$ cat src/rtl/operand_bypass_unit_pkg.sv
// Shared widths, writer-tag layout and tag helpers for the operand bypass unit.
// The tag pipeline and both operand resolvers rely on the same producer-match rule.
package operand_bypass_unit_pkg;

   localparam int unsigned DW = 32;
   localparam int unsigned AW = 5;
   localparam int unsigned TW = 2;

   localparam logic [TW-1:0] TUSE_NONE = TW'(3);

   typedef enum logic [1:0] {
      SRC_RF = 2'd0,
      SRC_E  = 2'd1,
      SRC_M  = 2'd2,
      SRC_W  = 2'd3
   } src_e;

   typedef struct packed {
      logic          valid;
      logic          we;
      logic [AW-1:0] dst;
      logic [TW-1:0] tnew;
   } tag_t;

   // A stage produces r when it holds a valid GPR writer targeting r; $0 is never produced.
   function automatic logic produces(tag_t t, logic [AW-1:0] r);
      return t.valid && t.we && (t.dst == r) && (r != AW'(0));
   endfunction

   // Tag as seen one stage further down: tnew counts down and saturates at zero.
   function automatic tag_t advance(tag_t t);
      tag_t n;
      n = t;
      if (t.tnew != TW'(0)) begin
         n.tnew = t.tnew - TW'(1);
      end
      return n;
   endfunction

   // E-stage operand: only M and W can still hold a producer older than the E instruction.
   function automatic logic [DW-1:0] resolve_mw(logic [AW-1:0] r, tag_t tm, tag_t tw,
                                                logic [DW-1:0] fm, logic [DW-1:0] fw,
                                                logic [DW-1:0] held);
      logic [DW-1:0] v;
      v = held;
      if (produces(tm, r)) begin
         if (tm.tnew == TW'(0)) begin
            v = fm;
         end
      end else if (produces(tw, r)) begin
         if (tw.tnew == TW'(0)) begin
            v = fw;
         end
      end
      return v;
   endfunction

endpackage

$ cat src/rtl/operand_bypass_unit_fwd_select.sv
// One D-stage operand: finds the nearest in-flight producer (E > M > W),
// raises a stall term when it cannot be ready in time, and muxes the forward source.
module operand_bypass_unit_fwd_select
   import operand_bypass_unit_pkg::*;
(
   input  logic [AW-1:0] r,
   input  logic [TW-1:0] tuse,
   input  tag_t          tag_e,
   input  tag_t          tag_m,
   input  tag_t          tag_w,
   input  logic [DW-1:0] fwd_e,
   input  logic [DW-1:0] fwd_m,
   input  logic [DW-1:0] fwd_w,
   input  logic [DW-1:0] rf_rd,
   output logic [DW-1:0] val_c,
   output logic          stall_c
);

   src_e          src_c;
   logic [TW-1:0] ptnew_c;

   // Nearest producer: the youngest older instruction holds the architecturally current value.
   always_comb begin
      src_c   = SRC_RF;
      ptnew_c = TW'(0);
      if (produces(tag_e, r)) begin
         src_c   = SRC_E;
         ptnew_c = tag_e.tnew;
      end else if (produces(tag_m, r)) begin
         src_c   = SRC_M;
         ptnew_c = tag_m.tnew;
      end else if (produces(tag_w, r)) begin
         src_c   = SRC_W;
         ptnew_c = tag_w.tnew;
      end
   end

   // A producer not yet ready falls back to rf_rd; the E-stage re-resolve repairs it later.
   always_comb begin
      stall_c = (src_c != SRC_RF) && (ptnew_c > tuse);
      val_c   = rf_rd;
      if (ptnew_c == TW'(0)) begin
         unique case (src_c)
            SRC_E:   val_c = fwd_e;
            SRC_M:   val_c = fwd_m;
            SRC_W:   val_c = fwd_w;
            default: val_c = rf_rd;
         endcase
      end
   end

endmodule

$ cat src/rtl/operand_bypass_unit.sv
// Decode-side GRF reader: writer-tag pipeline (E/M/W), RAW stall/forward resolution,
// D/E operand register, and GRF write-port drive from the W-stage tag.
module operand_bypass_unit
   import operand_bypass_unit_pkg::*;
(
   input  logic          clk,
   input  logic          reset,
   input  logic          d_valid,
   input  logic [AW-1:0] d_rs,
   input  logic [AW-1:0] d_rt,
   input  logic [TW-1:0] d_tuse_rs,
   input  logic [TW-1:0] d_tuse_rt,
   input  logic          d_we,
   input  logic [AW-1:0] d_dst,
   input  logic [TW-1:0] d_tnew,
   output logic [AW-1:0] rf_a1,
   output logic [AW-1:0] rf_a2,
   input  logic [DW-1:0] rf_rd1,
   input  logic [DW-1:0] rf_rd2,
   input  logic [DW-1:0] fwd_e,
   input  logic [DW-1:0] fwd_m,
   input  logic [DW-1:0] fwd_w,
   output logic          stall,
   output logic [DW-1:0] d_rs_val,
   output logic [DW-1:0] d_rt_val,
   output logic [DW-1:0] e_rs_val,
   output logic [DW-1:0] e_rt_val,
   output logic          rf_we,
   output logic [AW-1:0] rf_a3
);

   tag_t          tag_e_q, tag_m_q, tag_w_q;
   logic [DW-1:0] e_rs_q, e_rt_q;
   logic [AW-1:0] e_rs_addr_q, e_rt_addr_q;
   logic          rs_stall_c, rt_stall_c;

   assign rf_a1 = d_rs;
   assign rf_a2 = d_rt;

   operand_bypass_unit_fwd_select u_fwd_rs (
      .r       (d_rs),
      .tuse    (d_tuse_rs),
      .tag_e   (tag_e_q),
      .tag_m   (tag_m_q),
      .tag_w   (tag_w_q),
      .fwd_e   (fwd_e),
      .fwd_m   (fwd_m),
      .fwd_w   (fwd_w),
      .rf_rd   (rf_rd1),
      .val_c   (d_rs_val),
      .stall_c (rs_stall_c)
   );

   operand_bypass_unit_fwd_select u_fwd_rt (
      .r       (d_rt),
      .tuse    (d_tuse_rt),
      .tag_e   (tag_e_q),
      .tag_m   (tag_m_q),
      .tag_w   (tag_w_q),
      .fwd_e   (fwd_e),
      .fwd_m   (fwd_m),
      .fwd_w   (fwd_w),
      .rf_rd   (rf_rd2),
      .val_c   (d_rt_val),
      .stall_c (rt_stall_c)
   );

   assign stall = rs_stall_c | rt_stall_c;

   // Writer tags always advance; a stalled or empty D slot enters E as an all-zero bubble.
   always_ff @(posedge clk or negedge reset) begin
      if (!reset) begin
         tag_e_q <= '0;
         tag_m_q <= '0;
         tag_w_q <= '0;
      end else begin
         tag_m_q <= advance(tag_e_q);
         tag_w_q <= advance(tag_m_q);
         if (stall || !d_valid) begin
            tag_e_q <= '0;
         end else begin
            tag_e_q <= '{valid: 1'b1, we: d_we, dst: d_dst, tnew: d_tnew};
         end
      end
   end

   // D/E operand register; address zero on a bubble so nothing can forward into it.
   always_ff @(posedge clk or negedge reset) begin
      if (!reset) begin
         e_rs_q      <= '0;
         e_rt_q      <= '0;
         e_rs_addr_q <= '0;
         e_rt_addr_q <= '0;
      end else if (stall) begin
         e_rs_q      <= '0;
         e_rt_q      <= '0;
         e_rs_addr_q <= '0;
         e_rt_addr_q <= '0;
      end else begin
         e_rs_q      <= d_rs_val;
         e_rt_q      <= d_rt_val;
         e_rs_addr_q <= d_rs;
         e_rt_addr_q <= d_rt;
      end
   end

   assign e_rs_val = resolve_mw(e_rs_addr_q, tag_m_q, tag_w_q, fwd_m, fwd_w, e_rs_q);
   assign e_rt_val = resolve_mw(e_rt_addr_q, tag_m_q, tag_w_q, fwd_m, fwd_w, e_rt_q);

   // There is no write-through inside the GRF, which is why W forwarding above is required.
   assign rf_we = tag_w_q.valid && tag_w_q.we && (tag_w_q.dst != AW'(0));
   assign rf_a3 = tag_w_q.dst;

endmodule

$ cat config.mk
export PLATFORM = sky130hd
export DESIGN_NAME = operand_bypass_unit
export DESIGN_NICKNAME = d
export VERILOG_FILES = /design/src/rtl/operand_bypass_unit_pkg.sv /design/src/rtl/operand_bypass_unit_fwd_select.sv /design/src/rtl/operand_bypass_unit.sv
export SDC_FILE = /design/constraint.sdc
export NUM_CORES = 1
export LEC_CHECK = 0
export CAP_MARGIN = 20
export CORE_MARGIN = 5
export CORE_UTILIZATION = 35
export CTS_BUF_LIST = sky130_fd_sc_hd__clkbuf_8
export DETAILED_ROUTE_END_ITERATION = 10
export MAX_ROUTING_LAYER = met4
export PLACE_DENSITY = 0.79
export SYNTH_ARGS = -nofsm -noshare
export SYNTH_HDL_FRONTEND = slang
export SYNTH_SLANG_ARGS = --single-unit
$ cat constraint.sdc
create_clock -name clk -period 5.4 [get_ports clk]
set_clock_uncertainty 0.15 [all_clocks]
set_input_delay 0.81 -clock clk [delete_from_list [all_inputs] [get_ports clk]]
set_output_delay 0.81 -clock clk [all_outputs]
set_load 0.1 [all_outputs]
### Word level (Yosys, flattened, before mapping)

Cells that the tools add are included.

* add/sub/neg operators: 2
* $lt $le $gt $ge: 2
* equality and inequality tests: 16
* mux-type cells: 31
* bitwise operators: 1
* reduce and logical (&&, ||, !) cells: 41

Operator list (count)
* 32-bit two-way mux: 12
* 32-bit case mux with 3 select lines: 2
* 5-bit equality test: 10
* 2-bit two-way mux: 14
* 1-bit logical AND: 26
* 5-bit nonzero test: 5
* 5-bit two-way mux: 2
* 9-bit two-way mux: 1
* 2-bit equality test (second input constant): 4
* 2-bit zero test: 4
* 2-bit nonzero test: 4
* 2-bit by 1-bit equality test with 1-bit output (second input constant): 2
* 2-bit greater-than comparator: 2
* 2-bit by 1-bit subtractor with 2-bit output (second input constant): 2
* 1-bit zero test: 1
* 1-bit logical OR: 1
* 1-bit OR: 1

* bits in registers: 101
* input port bits: 185
* output and inout bits: 145
* word-level logic and storage cells: 109

### Depth between registers and ports, before layout

* word-level depth: 11
* mapped depth: 19
* mapped depth without buffers: 15

### Hierarchy

From an unflattened synthesis, not the netlist that was laid out.

* cell total of the unflattened synthesis: 847
* area, all modules: 8032.7 µm²

Modules (own cells, without submodules)
* operand_bypass_unit: instances 1, cells each 447, area each 4997.3 µm², sequential area each 2527.4 µm²
* operand_bypass_unit_fwd_select: instances 2, cells each 200, area each 1517.7 µm², sequential area each 0.0 µm²

### Least setup slack after synthesis

OpenSTA, ideal clock, no wires.

* kind: input to output
* from: in d_rt[0]
* to: out stall
* arrival time: 4.127 ns
* required time: 4.440 ns
* slack: 0.313 ns
* stages: 14
* buffers on the path: 3
* cell sequence: or4_1 o2111ai_2 nor4_2 nor4_4 clkbuf_1 a22o_1 a21boi_0 ha_1 a21oi_1 o31ai_2 and2_0 buf_2 inv_2 buf_2

* longest elaborated chain between the ends: 9
* elaborated cells on any way between the ends: 20
* those cells by class: order compare (1); eq/ne (3); mux (6); bitwise (1); reduce/logical (9)

Ends and longest elaborated chain
* start, declared: RTL line operand_bypass_unit.sv:10 `input logic [AW-1:0] d_rt,`
* 5-bit equality test: RTL line operand_bypass_unit_pkg.sv:27 `return t.valid && t.we && (t.dst == r) && (r != AW'(0));`
* 1-bit logical AND (2 in series): RTL line operand_bypass_unit_pkg.sv:27
* 2-bit two-way mux: RTL line operand_bypass_unit_fwd_select.sv:32 `end else if (produces(tag_w, r)) begin`
* 2-bit two-way mux: RTL line operand_bypass_unit_fwd_select.sv:29 `end else if (produces(tag_m, r)) begin`
* 2-bit two-way mux: RTL line operand_bypass_unit_fwd_select.sv:26 `if (produces(tag_e, r)) begin`
* 2-bit greater-than comparator / 2-bit nonzero test (equally long branches): RTL line operand_bypass_unit_fwd_select.sv:40 `stall_c = (src_c != SRC_RF) && (ptnew_c > tuse);`
* 1-bit logical AND *: RTL line operand_bypass_unit_fwd_select.sv:40
* 1-bit OR *: RTL line operand_bypass_unit.sv:68 `assign stall = rs_stall_c | rt_stall_c;`
* end, declared: RTL line operand_bypass_unit.sv:23 `output logic stall,`

Every way passes the cells marked *; elsewhere a longest branch is shown, timed or not.

### Worst setup path in the final report

* from: in d_rt[1]
* to: out stall

Same word-level chain as after synthesis.

==> metrics.txt <==
Initial DRT Pass Iterations=6; post-synthesis sequential area ratio=33.4%; Syn-to-layout area delta=56.6%; maximum clock path buffer count=2; CTS Root Cell=clkbuf_8; routed wire length=35600 um; highest clock rate=195 MHz; clock sink count=101; #FFs+latches synth=101; ys async rst share=100%; status=finished, final reports clean; post-synthesis xor/xnor area fraction=5.33%; H-tree lvl count=3; share of cells above drive strength 1=17.1%; chip height=157 um; total chip power=0.00247 W; Post-Syn Area per Cell=7.72 sq um; initial antenna violation count=1; combinational family with the most area after synthesis=simple AND/OR/NAND/NOR gates; PostCTS Resize Cnt=0; Top-Level Pins=330; Critical Path Start Type=input pin; Hold-fix buffers, CTS=0; Diodes inserted=0; Cell Area, Synth=7560 sq um; vias in the first global route=8996; Rel. slew slack=24.4%; Yosys Warn Count=0; Clk pin slew, worst setup/hold paths=0.12 ns; chip width=157 um; final-report hold violation count=0; global-route wire length before repair=51600 um; Post-synth EDFFs=0; Critical Path RT=4.44 ns; synthesized net count=1169; CTS tree=yes; # setup viols final=0; Yosys cell types=57; Num CTS Buffers=9; largest net degree at the start of global routing=62; detailed placement HPWL=25200 um; static leakage=4.99 nW; worst hold path type=flop to flop; setup TNS=0 ns; highest-delay cell along the critical path=or4_2; multi-input logic area=4680 sq um; power per cell area=208 nW/um^2; Tcrit/Tclk final=94.8%; Simple-Gate Fraction of Synth Area=29.5%; area occupied by registers=2530 sq um; Post-Synthesis Cells=980; Largest stage delay, worst path=0.73 ns; DRT antenna net count=0; crit end category=output port; Die ar.=24700 sq um; setup bufs post-CTS=0; wire per inst=23.0 um; # DRC=0; final net count=1454; total grt overflow=0; Vias/cell=5.77; crit-path cells=clkdlybuf4s50_1 > inv_1 > a221o_1 > or4_2 > nor2_1 > nor2_1 > ha_1 > a21oi_1 > a21oi_1 > o31ai_2 > and2_2 > inv_2 > buf_12; crit path time final=5.12 ns; Critical Path AT=4.16 ns; # port buffers=329; Initial Utilization=35.8%; Global Route Usage Sum=28.0%; std cell rows=53; Fill cells=1902; core footprint=21200 sq um; Adder-Cell Fraction of Synth Area=0.662%; Setup CP Type=input pin to output port; MaxCap Viol Count=0; mux cell area share after synthesis=2.17%; GPL Wtd Cong=0.975; Worst-Skew Late Latency=0.40 ns; predominant post-synthesis flop cell=dfrtp_1; Least-Margin Pin Slew=1.13 ns; drt initial violations=835; Final Max Tran Viols=0; total number of vias=8913; RSZ-0062 raised after global routing=no; Max FO, Critical Path=9; area leader, netlist=dfrtp_1; post-synthesis compound-gate area fraction=23.1%; Area contributors post-synth=dfrtp_1 (33%), nand2_1 (12%), a22oi_1 (6.5%), a21oi_1 (6.1%), xnor2_1 (4.7%); Peak VDD IR=0.000120 V; area share of the largest cell type after synthesis=33.4%
[per-stage QoR]
step	cell area (sq um)	setup WS, ns	instances	utilization [%]	hold WS (ns)
3_5_place_dp	11600	0.264	1529	55.0	0.238
3_3_place_gp	11600	0.384	1529	55.0	0.234
4_1_cts	11800	0.267	1545	56.0	0.267
5_1_grt	11800	0.0792	1545	56.0	0.292
2_1_floorplan	7560	0.313	980	-	0.202
6_report	11800	0.278	1545	56.0	0.267
[path summary, 6_finish.rpt]
| check | endpoint | slack (ns) | start | cells after the start |
|---|---|---|---|---|
| setup / recovery | stall | 0.28 | d_rt[1] | 13 |
| hold / removal | tag_m_q[7] | 0.27 | tag_e_q[7] | 0 |
| setup reg to reg | e_rt_addr_q[0] | 1.53 | tag_e_q[3] | 12 |
| hold reg to reg | tag_m_q[7] | 0.27 | tag_e_q[7] | 0 |
| max in group asynchronous | e_rt_q[16] | 3.63 | reset | 2 |
| min in group asynchronous | e_rs_addr_q[4] | 0.33 | reset | 1 |
[registers in the layout, summed over array words and instances (netlist names)]
signal       cells
rf_a3            5
tag_w_q          4
e_rt_addr_q      5
e_rs_q          32
tag_e_q          9
e_rs_addr_q      5
e_rt_q          32
tag_m_q          9
[per-layer routing]
layer,track usage (%),vias to the layer above,wire length (um)
met5,-,-,0
met4,11.6,0,1330
met3,4.32,101,3390
met2,45.9,593,17100
met1,34.5,4236,13700
li1,-,3983,-
[placed cells by master, fill, tap and decap left out, types with 22 or more instances in the layout]
cell             count
nand2_1            233
clkdlybuf4s50_1    199
dfrtp_1            101
buf_4               97
a21oi_1             92
nor2_1              78
buf_12              66
a22oi_1             65
xnor2_1             41
a211o_1             32
and2_1              23
nor2b_1             22
[synthesized netlist by cell type, types with 2 or more instances]
library cell	instances
mux2_4	8
clkbuf_1	62
xor2_1	5
nor4_1	6
nor4_2	2
inv_1	8
nor2b_1	22
o21a_1	21
nand3_1	19
xnor2_1	41
ha_1	4
and3_1	8
or2_1	21
a22oi_1	65
and2_1	23
nor3b_1	22
a211o_1	32
a221oi_1	21
or3_1	3
o31ai_2	2
buf_2	9
nor2_1	81
nand2_1	233
dfrtp_1	101
o211ai_2	2
nor3_1	10
or4_1	7
nand2b_1	2
a21oi_1	92
buf_4	15
nand4_1	5
mux2_2	3
[worst max-delay path, delay by kind of cell]
| kind | cells | cell delay [ns] |
|---|---|---|
| AO/OA/AOI/OAI | 4 | 0.78 |
| adder cells (fa/ha/maj) | 1 | 0.31 |
| AND/OR/NAND/NOR | 4 | 1.33 |
| buffers and inverters | 4 | 0.93 |
[cells by family after synthesis]
| group | Yosys count |
|---|---|
| compound gates | 247 |
| fa+ha+maj | 4 |
| buf+inv | 97 |
| simple gates | 473 |
| mux | 12 |
| flops | 101 |
| xor+xnor | 46 |
[where the power goes]
| group | internal, W | switching [W] |
|---|---|---|
| Combinational | 0.000362 | 0.000730 |
| Sequential | 0.000798 | 0.0000322 |
| Clock | 0.000193 | 0.000353 |
[final cells by class]
type / instances / share of cell area [%]
multi-input combinational: 782 / 39.5
timing repair buffer: 362 / 34.1
sequential: 101 / 21.3
tap: 275 / 2.90
clock buffer: 9 / 1.05
clock inverter: 7 / 0.792
inverter: 9 / 0.285
(Power assumes the default switching activity.)
